==> src/rtl/sng_array_if.sv <==
// sng_array_if: control/data bundle for the stochastic number generator array.
//   i_start_sng : request to latch i_x_bn and begin one L-bit stream
//   i_stop_sng  : abort the stream in progress
//   i_x_bn      : CH unsigned WIDTH-bit values, channel c at [c*WIDTH +: WIDTH]
//   o_sn_bits   : registered stochastic bit per channel (channel c on bit c)
//   o_valid     : o_sn_bits carries a stream bit
//   o_busy      : generator is in its GEN state
//   o_done      : one-cycle pulse after a stream completes without abort
// master drives requests/data, slave (the generator) drives results.
interface sng_array_if #(
  parameter int unsigned WIDTH = 4,
  parameter int unsigned CH    = 4
);
  logic                  i_start_sng;
  logic                  i_stop_sng;
  logic [CH*WIDTH-1:0]   i_x_bn;
  logic [CH-1:0]         o_sn_bits;
  logic                  o_valid;
  logic                  o_busy;
  logic                  o_done;

  modport master (
    output i_start_sng, i_stop_sng, i_x_bn,
    input  o_sn_bits, o_valid, o_busy, o_done
  );

  modport slave (
    input  i_start_sng, i_stop_sng, i_x_bn,
    output o_sn_bits, o_valid, o_busy, o_done
  );
endinterface

==> src/rtl/sng_array.sv <==
// sng_array: CH-channel stochastic number generator. On start, the binary
// inputs are latched and an L = 2^WIDTH bit stream is produced per channel in
// which channel c carries exactly x_c ones. Bits follow a low-discrepancy
// ordering: for stream index j, the bit is x_c[WIDTH-1-m] where m is the
// trailing-zero count of (j+1); j = L-1 always yields 0. Each channel walks
// the same ordering from phase offset (c*STRIDE) mod L.
// Ports:
//   i_clk_sng : clock, rising edge
//   i_rst_sng : asynchronous active-high reset
//   bus       : sng_array_if slave modport (start/stop/x in, bits/valid/busy/done out)
module sng_array #(
  parameter int unsigned WIDTH  = 4,
  parameter int unsigned CH     = 4,
  parameter int unsigned STRIDE = 5
) (
  input logic       i_clk_sng,
  input logic       i_rst_sng,
  sng_array_if.slave bus
);

  typedef enum logic [1:0] {IDLE, GEN, DONE} state_t;

  localparam logic [WIDTH-1:0] K_LAST = '1;
  localparam logic [WIDTH-1:0] K_ONE  = {{(WIDTH-1){1'b0}}, 1'b1};
  localparam logic [WIDTH:0]   J_ONE  = {{WIDTH{1'b0}}, 1'b1};

  state_t              state_q, state_d;
  logic [WIDTH-1:0]    k_q, k_d;
  logic [CH*WIDTH-1:0] x_q, x_d;
  logic [CH-1:0]       sn_q, sn_d;
  logic [CH-1:0]       bits;
  logic                valid_q, valid_d;
  logic                done_q, done_d;

  // Selects the input bit weighted by the lowest set bit of (j+1).
  function automatic logic stoch_bit(input logic [WIDTH-1:0] xc,
                                     input logic [WIDTH-1:0] j);
    logic [WIDTH:0] jp1;
    logic           b;
    logic           found;
    jp1   = {1'b0, j} + J_ONE;
    b     = 1'b0;
    found = 1'b0;
    for (int unsigned m = 0; m < WIDTH; m++) begin
      if (!found && jp1[m]) begin
        b     = xc[WIDTH-1-m];
        found = 1'b1;
      end
    end
    return b;
  endfunction

  // WIDTH-bit addition wraps, giving (k + c*STRIDE) mod L directly.
  always_comb begin : bit_gen
    bits = '0;
    for (int unsigned c = 0; c < CH; c++) begin
      bits[c] = stoch_bit(x_q[c*WIDTH +: WIDTH], k_q + WIDTH'(c * STRIDE));
    end
  end

  always_comb begin : next_state
    state_d = state_q;
    k_d     = k_q;
    x_d     = x_q;
    unique case (state_q)
      IDLE: begin
        if (bus.i_start_sng) begin
          x_d     = bus.i_x_bn;
          k_d     = '0;
          state_d = GEN;
        end
      end
      GEN: begin
        if (bus.i_stop_sng) begin
          k_d     = '0;
          state_d = IDLE;
        end else begin
          k_d = k_q + K_ONE;
          if (k_q == K_LAST) begin
            state_d = DONE;
          end
        end
      end
      DONE: begin
        if (bus.i_start_sng) begin
          x_d     = bus.i_x_bn;
          k_d     = '0;
          state_d = GEN;
        end else begin
          state_d = IDLE;
        end
      end
      default: state_d = IDLE;
    endcase
  end

  // Bit k is computed while in GEN and registered on the same edge that
  // advances k, so the stream trails the state by one cycle. The done pulse
  // is registered from DONE so it lands in the cycle right after the final
  // bit rather than overlapping it.
  always_comb begin : out_next
    valid_d = (state_q == GEN) && !bus.i_stop_sng;
    sn_d    = valid_d ? bits : '0;
    done_d  = (state_q == DONE);
  end

  always_ff @(posedge i_clk_sng or posedge i_rst_sng) begin
    if (i_rst_sng) begin
      state_q <= IDLE;
      k_q     <= '0;
      x_q     <= '0;
      sn_q    <= '0;
      valid_q <= 1'b0;
      done_q  <= 1'b0;
    end else begin
      state_q <= state_d;
      k_q     <= k_d;
      x_q     <= x_d;
      sn_q    <= sn_d;
      valid_q <= valid_d;
      done_q  <= done_d;
    end
  end

  assign bus.o_sn_bits = sn_q;
  assign bus.o_valid   = valid_q;
  assign bus.o_done    = done_q;
  assign bus.o_busy    = (state_q == GEN);

endmodule
==> src/flat_wrapper.sv <==
// flat-port wrapper written by rule: the top's interface ports become plain ports
module sng_array_flat 
#(
  parameter int unsigned WIDTH  = 4,
  parameter int unsigned CH     = 4,
  parameter int unsigned STRIDE = 5
)
  (i_clk_sng, i_rst_sng, bus_i_start_sng, bus_i_stop_sng, bus_i_x_bn, bus_o_sn_bits, bus_o_valid, bus_o_busy, bus_o_done);
  sng_array_if #(.WIDTH(WIDTH), .CH(CH)) bus_i ();
  input logic i_clk_sng;
  input logic i_rst_sng;
  input wire logic [$bits(bus_i.i_start_sng)-1:0] bus_i_start_sng;
  input wire logic [$bits(bus_i.i_stop_sng)-1:0] bus_i_stop_sng;
  input wire logic [$bits(bus_i.i_x_bn)-1:0] bus_i_x_bn;
  output wire logic [$bits(bus_i.o_sn_bits)-1:0] bus_o_sn_bits;
  output wire logic [$bits(bus_i.o_valid)-1:0] bus_o_valid;
  output wire logic [$bits(bus_i.o_busy)-1:0] bus_o_busy;
  output wire logic [$bits(bus_i.o_done)-1:0] bus_o_done;
  assign bus_i.i_start_sng = bus_i_start_sng;
  assign bus_i.i_stop_sng = bus_i_stop_sng;
  assign bus_i.i_x_bn = bus_i_x_bn;
  assign bus_o_sn_bits = bus_i.o_sn_bits;
  assign bus_o_valid = bus_i.o_valid;
  assign bus_o_busy = bus_i.o_busy;
  assign bus_o_done = bus_i.o_done;
  sng_array #(.WIDTH(WIDTH), .CH(CH), .STRIDE(STRIDE)) u_core (.i_clk_sng(i_clk_sng), .i_rst_sng(i_rst_sng), .bus(bus_i));
endmodule
==> config.mk <==
export PLATFORM = sky130hd
export DESIGN_NAME = sng_array_flat
export DESIGN_NICKNAME = d
export VERILOG_FILES = /design/src/rtl/sng_array_if.sv /design/src/rtl/sng_array.sv /design/src/flat_wrapper.sv
export SDC_FILE = /design/constraint.sdc
export NUM_CORES = 1
export LEC_CHECK = 0
export CAP_MARGIN = 20
export CORE_MARGIN = 2
export CORE_UTILIZATION = 50
export DETAILED_ROUTE_END_ITERATION = 8
export GPL_TIMING_DRIVEN = 0
export HOLD_SLACK_MARGIN = 0.1
export PLACE_DENSITY = 0.84
export SLEW_MARGIN = 10
export SYNTH_ARGS = -nofsm -noshare
export SYNTH_HDL_FRONTEND = slang
export SYNTH_SLANG_ARGS = --single-unit
export TNS_END_PERCENT = 50
==> constraint.sdc <==
create_clock -name i_clk_sng -period 2.25 [get_ports i_clk_sng]
set_clock_uncertainty 0.05 [all_clocks]
set_input_delay 0.45 -clock i_clk_sng [delete_from_list [all_inputs] [get_ports i_clk_sng]]
set_output_delay 0.45 -clock i_clk_sng [all_outputs]
set_load 0.005 [all_outputs]
==> impl_metrics.tcl, run 1 <==
set metrics [dict create \
    area_growth_syn_to_layout_pct 25.3 \
    start_util_pct 51.3 \
    pre_cts_ws_ps 102 \
    worst_pin_slew_ps 338 \
    place.port_buffers 26 \
    cts.clk_slew.worst_paths_ps 140 \
    placedCellCount 175 \
    syn-cell-area_um2 1380 \
    critPathLaunchType "register" \
    critPathMaxFanout 4 \
    place_congestion 0.809 \
    power.ir.vdd_worst_v 0.000556 \
    tns_ps 0 \
    remaining_drc_errors 0 \
    hp-class "in2async" \
    routed_wirelength_mm 2.59 \
    gr-usage-all-layers_pct 18.1 \
    synthesis.yosys.warnings 0 \
    relative_slew_margins_pct 77.4 \
    drive_gt1_share_pct 18.2 \
    num_antenna_cells 0 \
    power_uw 1210 \
    setup_viol_count_final 0 \
    worst_ep_required_time_ps 1750 \
    vertical_die_dimension_um 56.5 \
    grt_start_max_net_pins 29 \
    post_synthesis_cell_type_with_the_largest_combined_area "dfrtp_1" \
    setup_ws_ps 267 \
    cts_setup_buffers 0 \
    timing_hold_violations_final 0 \
    worst_skew_pair.late_latency_ps 330 \
    antenna_violations_before_repair 0 \
    synth_nets 147 \
    fp.coreArea_um2 2690 \
    slew_viol_final 0 \
    top_layer_used "met4" \
    tritoncts_clock_tree "done" \
    ys_types 29 \
    dieArea_um2 3190 \
    final_period_minus_worst_setup_slack_ps 1980 \
    avgViaCountPerCell 5.47 \
    seq_total_area_yosys_pct 50.9 \
    met2_length_mm 1.37 \
    firstDrtPassIters 4 \
    count_of_placed_standard_cells_in_the_final_layout_fillers_left_out 179 \
    maxClockFrequency_mhz 504 \
    worst_setup_path_end_kind "output port" \
    timing.final.crit_share_pct 88.1 \
    final_core_utilization_pct 64.3 \
    clock_tree.htree_level_count 1 \
    holdBufCountCts 0 \
    max_cap_violations 0 \
    syn_area_per_cell_um2 11.7 \
    rows 19 \
    postSynthCellCount 118 \
    met3RoutedLength_um 96 \
    tritoncts.num_buffers 3 \
    detailed_route_wire_length_on_metal_1_mm 1.09 \
    grt_pass1_vias 1030 \
    postSynthRegisterBits 28 \
    post_cts_resized 0 \
    chipWidth_um 56.5 \
    status "complete, no violations" \
    grt_setup_unrepaired "no" \
    hpwl_mm 1.91 \
    final_net_count 179 \
    vias 979 \
    ioPinCount 27 \
    clock_tree.buffer_depth 2 \
    num_clock_sinks 28 \
    critical_path_arrival_ps 1480 \
    drt.antenna.violating_nets 0 \
    grt-ovfl-total 0 \
    synth.top_cells.by_area "dfrtp_1, mux2_2, ha_1" \
    category_of_the_critical_setup_timing_path "reg2out" \
    p_leak_uw 0.000778 \
    p_per_area_nw_per_um2 701 \
    drt_first_iter_violations 10 \
    ctsRootBufferMaster "clkbuf_4" \
    wl_per_cell_um 14.5 \
    grt_pass1_wl_mm 4.46 \
    netlist.area_leader.share_pct 50.9 \
]
==> cells in the mapped netlist <==
library cell,count
a211oi_1,1
a21o_1,1
a21oi_1,3
a221o_1,1
a221oi_1,2
a221oi_2,1
a22o_1,3
a32o_1,1
and2b_1,1
buf_2,5
buf_6,1
dfrtp_1,28
ha_1,9
inv_1,6
inv_2,1
mux2_2,15
nand2_1,9
nand2b_1,1
nand3_1,1
nand3b_1,1
nor2_1,7
nor2b_1,3
nor3b_1,2
o211a_1,1
o21ai_0,7
o22ai_1,1
or3b_1,1
xnor2_1,2
xor2_1,3
==> cell usage in the layout (no fill, tap or decap), drive strengths merged, types with 3 or more instances in the layout <==
cell type	netlist	layout
buf	6	7
nor2	7	7
nor2b	3	3
dfrtp	28	28
mux2	15	15
o21ai	7	7
clkdlybuf4s50	0	26
a21oi	3	3
a221oi	3	3
a22o	3	3
ha	9	9
xor2	3	3
clkbuf	0	3
inv	7	7
nand2	9	9
==> where the power goes <==
part / switching, uW / internal, uW
combinational: 163 / 204
clock: 142 / 62.9
sequential: 49.8 / 588
==> layer usage <==
layer / vias to the layer above / track usage (%)
met1: 487 / 21.8
met5: - / 0
met4: 0 / 6.80
li1: 465 / -
met3: 5 / 3.46
met2: 22 / 31.7
==> cells by family (layout without fill, tap and decap cells) <==
| logic type | count (synthesis) | in the layout | share of synthesized area, % |
|---|---|---|---|
| xor+xnor | 5 | 5 | 3.18 |
| flops | 28 | 28 | 50.9 |
| compound gates | 22 | 22 | 11.6 |
| simple gates | 26 | 26 | 9.36 |
| fa+ha+maj | 9 | 9 | 8.17 |
| buf+inv | 13 | 43 | 4.54 |
| mux | 15 | 15 | 12.3 |
==> critical path, stage by stage (launching register included) <==
cell             delay (ps)
dfrtp_1                 400
nor2b_1                 230
clkdlybuf4s50_1         530
==> final timing paths <==
path | start | endpoint | slack, ps | depth (start not counted)
worst max-delay path | u_core.state_q[0]$_DFFE_PP0P_ | bus_o_busy | 270 | 2
worst min-delay path | i_rst_sng | u_core.x_q[7]$_DFFE_PP0P_ | 300 | 2
worst max register to register | u_core.k_q[0]$_DFFE_PP0P_ | u_core.bus.o_sn_bits[2]$_DFF_PP0_ | 290 | 7
worst min register to register | u_core.state_q[0]$_DFFE_PP0P_ | u_core.bus.o_done$_DFF_PP0_ | 420 | 1
max in group asynchronous | i_rst_sng | u_core.bus.o_sn_bits[3]$_DFF_PP0_ | 1430 | 3
min in group i_clk_sng | u_core.state_q[0]$_DFFE_PP0P_ | u_core.bus.o_done$_DFF_PP0_ | 420 | 1
==> per-stage QoR <==
stage	cell area [um2]	hold slack, ps
4_1_cts	1700	423
3_5_place_dp	1680	402
6_report	1730	304
2_1_floorplan	1380	380
5_1_grt	1730	328
3_3_place_gp	1680	390
==> registers in the layout (all words and copies together) (netlist names) <==
signal                cells
u_core.x_q               16
u_core.k_q                4
u_core.bus.o_sn_bits      4
u_core.bus.o_done         1
u_core.state_q            2
u_core.bus.o_valid        1
==> layout make-up <==
cell class                 count  area, um2
fill                         211        960
timing repair buffer          27        288
sequential                    28        701
buffer                         6       36.3
multi-input combinational     77        614
inverter                       7       26.3
clock buffer                   3       22.5
tap                           31       38.8
(Power assumes the default switching activity.)
==> run 2, diff against run 1 <==
- ABC_AREA: default -> 1
- CORE_UTILIZATION: 50 -> 51
- PLACE_DENSITY: 0.84 -> 0.85
- clock period: 2.25 -> 1.9 ns (I/O delays scaled with it)
==> impl_metrics.tcl, run 2 <==
set metrics [dict create \
    layout.cells.most_common_list "nand2_1, dfrtp_1, clkdlybuf4s50_1, inv_1, nor2_1" \
    postSynthCellCount 161 \
    synth_nets 190 \
    num_clock_sinks 28 \
    rows 19 \
    post_dp_cell_area_um2 1710 \
    synth.top_cells.by_area "dfrtp_1, nand2_1, ha_1" \
    postSynthRegisterBits 28 \
    synthesis.yosys.warnings 0 \
    grt_pass1_vias 1096 \
    seq_power_share_pct 52.8 \
    largest-register "u_core.x_q" \
    switchingPower_uw 455 \
    category_of_the_critical_setup_timing_path "reg2out" \
    antenna_violations_before_repair 0 \
    firstDrtPassIters 4 \
    grt-ovfl-total 0 \
    most_common_library_cell_in_the_layout_ignoring_fill_and_taps "nand2_1" \
    total_area_of_multi_input_combinational_cells_um2 608 \
    worst_setup_path_end_kind "output port" \
    timing.final.crit_share_pct 95.7 \
    pre_cts_ws_ps 167 \
    power.ir.vdd_worst_v 0.000568 \
    post_synthesis_cell_type_with_the_largest_combined_area "dfrtp_1" \
    timing_hold_violations_final 0 \
    worstPathCellList "nor2_2 -> clkdlybuf4s50_1" \
    area.sequential_um2 702 \
    cell_internal_pwr_uw 973 \
    tritoncts_clock_tree "done" \
    grt_pass1_wl_mm 4.73 \
    ys.flop_type "dfrtp_1" \
    worst_skew_pair.late_latency_ps 330 \
    syn_area_per_cell_um2 8.76 \
    critical_path_arrival_ps 1390 \
    drt.antenna.violating_nets 0 \
    final_period_minus_worst_setup_slack_ps 1820 \
    slew_viol_final 0 \
    drive_gt1_share_pct 11.5 \
    start_util_pct 52.5 \
    worst_pin_slew_ps 534 \
    netlist.area_leader.share_pct 49.7 \
    tns_ps 0 \
    critPathLaunchType "register" \
    cts.clk_slew.worst_paths_ps 140 \
    area_growth_syn_to_layout_pct 24.1 \
    synth_common_cells "nand2_1, dfrtp_1, inv_1" \
    count_of_flip_flops_with_a_built_in_enable_after_synthesis 0 \
    worst_path_max_delay_cell "clkdlybuf4s50_1" \
    ys_types 20 \
    place.port_buffers 26 \
    ioPinCount 27 \
    largest_register_ff_count 16 \
    remaining_drc_errors 0 \
    ctsRootBufferMaster "clkbuf_4" \
    relative_slew_margins_pct 64.4 \
    layout.filler_cells 218 \
    grt_setup_unrepaired "no" \
    maxClockFrequency_mhz 550 \
    syn-cell-area_um2 1410 \
    hp-class "in2async" \
    cts_setup_buffers 0 \
    worst_ep_required_time_ps 1470 \
    dieArea_um2 3200 \
    hpwl_mm 2.21 \
    max_cap_violations 0 \
    tritoncts.num_buffers 3 \
    synthArstFlopShare_pct 100 \
    cpLargestDelayFamily "buffers and inverters" \
    vertical_die_dimension_um 56.6 \
    chipWidth_um 56.6 \
    status "complete, no violations" \
    p_per_area_nw_per_um2 816 \
    avgViaCountPerCell 5.20 \
    post-synth-top-count-cell "nand2_1" \
    vias 1155 \
    wl_per_cell_um 13.1 \
    place_congestion 0.827 \
    p_leak_uw 0.000867 \
    num_antenna_cells 0 \
    grt_start_max_net_pins 29 \
    critPathMaxFanout 3 \
    final_net_count 222 \
    setup_ws_ps 81.3 \
    clock_tree.buffer_depth 2 \
    power.share.switching_pct 31.9 \
    power_frac_clock_pct 16.6 \
    gr-usage-all-layers_pct 19.2 \
    drt_first_iter_violations 27 \
    comb_power_share_pct 30.6 \
    crit_buf_inv 1 \
    setup_viol_count_final 0 \
    final_design_area_no_fill_um2 1750 \
    routed_wirelength_mm 2.90 \
    seq_total_area_yosys_pct 49.7 \
    fp.coreArea_um2 2690 \
    worst_path_largest_cell_delay_ps 510 \
    clock_tree.htree_level_count 1 \
]
run 2: metrics by stage:
step	utilization, %	power, uW	cells	hold WS, ps
6_report	65.2	1430	222	324
5_1_grt	65.2	1520	222	349
4_1_cts	64.5	1430	221	401
3_5_place_dp	63.6	1200	218	383
3_3_place_gp	63.6	1160	218	375
2_1_floorplan	-	1040	161	370
run 2: path summary, 6_finish.rpt:
check	depth (start not counted)	slack, ps	endpoint	start
hold / removal	2	320	u_core.x_q[12]$_DFFE_PP0P_	i_rst_sng
hold reg to reg	1	400	u_core.bus.o_done$_DFF_PP0_	u_core.state_q[0]$_DFFE_PP0P_
setup / recovery	2	80	bus_o_busy	u_core.state_q[1]$_DFFE_PP0P_
setup reg to reg	10	260	u_core.bus.o_sn_bits[2]$_DFF_PP0_	u_core.k_q[0]$_DFFE_PP0P_
max in group asynchronous	3	980	u_core.k_q[0]$_DFFE_PP0P_	i_rst_sng
min in group i_clk_sng	1	400	u_core.bus.o_done$_DFF_PP0_	u_core.state_q[0]$_DFFE_PP0P_
run 2: cell type report:
| cell class | instances | area share, % |
|---|---|---|
| buffer | 2 | 0.715 |
| clock buffer | 3 | 1.29 |
| inverter | 24 | 5.22 |
| multi-input combinational | 107 | 34.7 |
| sequential | 28 | 40.1 |
| tap | 31 | 2.22 |
| timing repair buffer | 27 | 15.7 |
run 2: cells by family after synthesis:
family / share of synthesized area [%]
AO/OA/AOI/OAI: 8.70
flip-flops: 49.7
buffers and inverters: 7.36
AND/OR/NAND/NOR: 19.3
adder cells (fa/ha/maj): 7.99
multiplexers: 6.39
XOR/XNOR: 0.621
run 2: power groups by stage:
stage	clock network (uW)	logic, uW	registers [uW]
6_report	237	437	754
5_1_grt	260	494	767
4_1_cts	244	434	753
3_5_place_dp	0	432	766
3_3_place_gp	0	406	758
2_1_floorplan	0	288	748
run 2: metal layers:
metal	part of all wire, %	vias up	GRT usage (%)
met5	0	-	0
met4	4.5	0	10.9
met3	4.6	14	3.46
met2	53	40	34.7
met1	38	535	20.8
li1	-	566	-
run 2: what timing repair did:
action / CTS / global route
gates resized for setup: 0 / 2
hold endpoints to repair: 0 / 0
hold buffers: 0 / 0
endpoints found under the setup margin: 0 / 2
==> run 3, diff against run 2 <==
- ABC_AREA: 1 -> default
- CORE_UTILIZATION: 51 -> 50
- PLACE_DENSITY: 0.85 -> 0.84
==> impl_metrics.tcl, run 3 (synthesized netlist as in run 1, its figures left out) <==
set metrics [dict create \
    power.share.switching_pct 29.5 \
    p_leak_uw 0.000794 \
    wl_per_cell_um 14.8 \
    layout.filler_cells 206 \
    rows 19 \
    status "complete, no violations" \
    clock_tree.htree_level_count 1 \
    power_frac_clock_pct 16.7 \
    start_util_pct 51.3 \
    holdBufCountCts 0 \
    hpwl_mm 1.91 \
    avgViaCountPerCell 5.38 \
    most_common_library_cell_in_the_layout_ignoring_fill_and_taps "dfrtp_1" \
    layout.cells.most_common_list "dfrtp_1, clkdlybuf4s50_1, mux2_2, nand2_1, ha_1" \
    num_antenna_cells 0 \
    crit_start "u_core.k_q[0]$_DFFE_PP0P_" \
    largest_register_ff_count 16 \
    switchingPower_uw 432 \
    comb_power_share_pct 31.7 \
    cell_internal_pwr_uw 1030 \
    ioPinCount 27 \
    tritoncts.num_buffers 3 \
    cpLargestDelayFamily "compound AO/OA/AOI/OAI gates" \
    drive_gt1_share_pct 20.8 \
    power.ir.vdd_worst_v 0.000685 \
    final_net_count 180 \
    firstDrtPassIters 4 \
    clock_tree.buffer_depth 2 \
    final_period_minus_worst_setup_slack_ps 1840 \
    placedCellCount 175 \
    chipWidth_um 56.5 \
    timing.final.crit_share_pct 96.7 \
    hp-class "in2async" \
    tritoncts_clock_tree "done" \
    largest-register "u_core.x_q" \
    worst_setup_path_end_kind "register" \
    remaining_drc_errors 0 \
    grt_pass1_wl_mm 4.46 \
    vias 968 \
    place_congestion 0.809 \
    worstPathCellList "buf_6 -> inv_1 -> ha_1 -> xnor2_2 -> a221o_1 -> a22o_1 -> o211a_1" \
    worst_skew_pair.late_latency_ps 330 \
    grt-ovfl-total 0 \
    post_dp_cell_area_um2 1680 \
    count_of_placed_standard_cells_in_the_final_layout_fillers_left_out 180 \
    critical_path_arrival_ps 2030 \
    slew_viol_final 0 \
    seq_power_share_pct 51.6 \
    grt_pass1_vias 1030 \
    category_of_the_critical_setup_timing_path "reg2reg" \
    critPathLaunchType "register" \
    worst_path_largest_cell_delay_ps 410 \
    relative_slew_margins_pct 77.3 \
    timing_hold_violations_final 0 \
    worst_pin_slew_ps 340 \
    max_cap_violations 0 \
    vertical_die_dimension_um 56.5 \
    area_growth_syn_to_layout_pct 27.5 \
    final_design_area_no_fill_um2 1760 \
    gr-usage-all-layers_pct 18.1 \
    drt.antenna.violating_nets 0 \
    worst_path_max_delay_cell "dfrtp_1" \
    drt_first_iter_violations 8 \
    fp.coreArea_um2 2690 \
    antenna_violations_before_repair 0 \
    num_clock_sinks 28 \
    crit_buf_inv 2 \
    maxClockFrequency_mhz 544 \
    ctsRootBufferMaster "clkbuf_4" \
    worst_ep_required_time_ps 2090 \
    cts.clk_slew.worst_paths_ps 150 \
    p_per_area_nw_per_um2 834 \
    critPathMaxFanout 9 \
    reg2reg_from "u_core.k_q[0]$_DFFE_PP0P_" \
    routed_wirelength_mm 2.67 \
    setup_viol_count_final 0 \
    place.port_buffers 26 \
    grt_start_max_net_pins 29 \
    dieArea_um2 3190 \
]
run 3: cell count changes in the layout (fill, tap and decap cells not counted), sizes merged, moves of 5 or more:
| cell | previous run | this run |
|---|---|---|
| a21oi | 12 | 3 |
| inv | 23 | 7 |
| nor2 | 17 | 7 |
| buf | 3 | 8 |
| mux2 | 8 | 15 |
| nand2 | 41 | 9 |
| nand3 | 7 | 1 |
run 3: repair_timing:
item	in CTS	in global routing
setup buffers	0	1
endpoints found under the hold margin	0	0
resized for setup	2	4
endpoints found under the setup margin	2	2
run 3: final timing paths:
kind	end	slack, ps	cells past startpoint
max in group asynchronous	u_core.k_q[1]$_DFFE_PP0P_	1130	3
min in group i_clk_sng	u_core.bus.o_done$_DFF_PP0_	440	1
worst max-delay path	u_core.bus.o_sn_bits[2]$_DFF_PP0_	60	7
worst max register to register	u_core.bus.o_sn_bits[2]$_DFF_PP0_	60	7
worst min-delay path	u_core.x_q[4]$_DFFE_PP0P_	230	2
worst min register to register	u_core.bus.o_done$_DFF_PP0_	440	1
run 3: power groups by stage:
| stage | Combinational (uW) | Clock (uW) | Sequential, uW |
|---|---|---|---|
| 5_1_grt | 503 | 279 | 769 |
| 2_1_floorplan | 295 | 0 | 751 |
| 3_5_place_dp | 425 | 0 | 768 |
| 3_3_place_gp | 408 | 0 | 763 |
| 6_report | 464 | 245 | 756 |
| 4_1_cts | 433 | 249 | 756 |
run 3: layout make-up:
type / instances / area, um2 / area share [%]
sequential: 28 / 702 / 40.0
multi-input combinational: 77 / 629 / 35.8
clock buffer: 3 / 22.5 / 1.28
timing repair buffer: 28 / 295 / 16.8
tap: 31 / 38.8 / 2.21
buffer: 6 / 42.5 / 2.42
inverter: 7 / 26.3 / 1.50
run 3: layer usage:
| metal | part of all wire [%] | global-route usage, % | vias up |
|---|---|---|---|
| met5 | 0 | 0 | - |
| met4 | 0.52 | 6.80 | 0 |
| met3 | 3.8 | 3.46 | 2 |
| met2 | 53 | 31.7 | 21 |
| met1 | 42 | 21.8 | 480 |
| li1 | - | - | 465 |
run 3: metrics by stage:
stage                     TNS, ps  total power (uW)  util [%]  worst slack [ps]  hold WS, ps
final                           0              1460      65.4              62.1          232
after global routing        -5.38              1550      65.4             -5.38          256
after CTS                       0              1440      63.4              13.2          419
after detailed placement    -1210              1190      62.4              -178          402
after global placement       -775              1170      62.4              -112          390
after floorplan                 0              1050         -               127          380
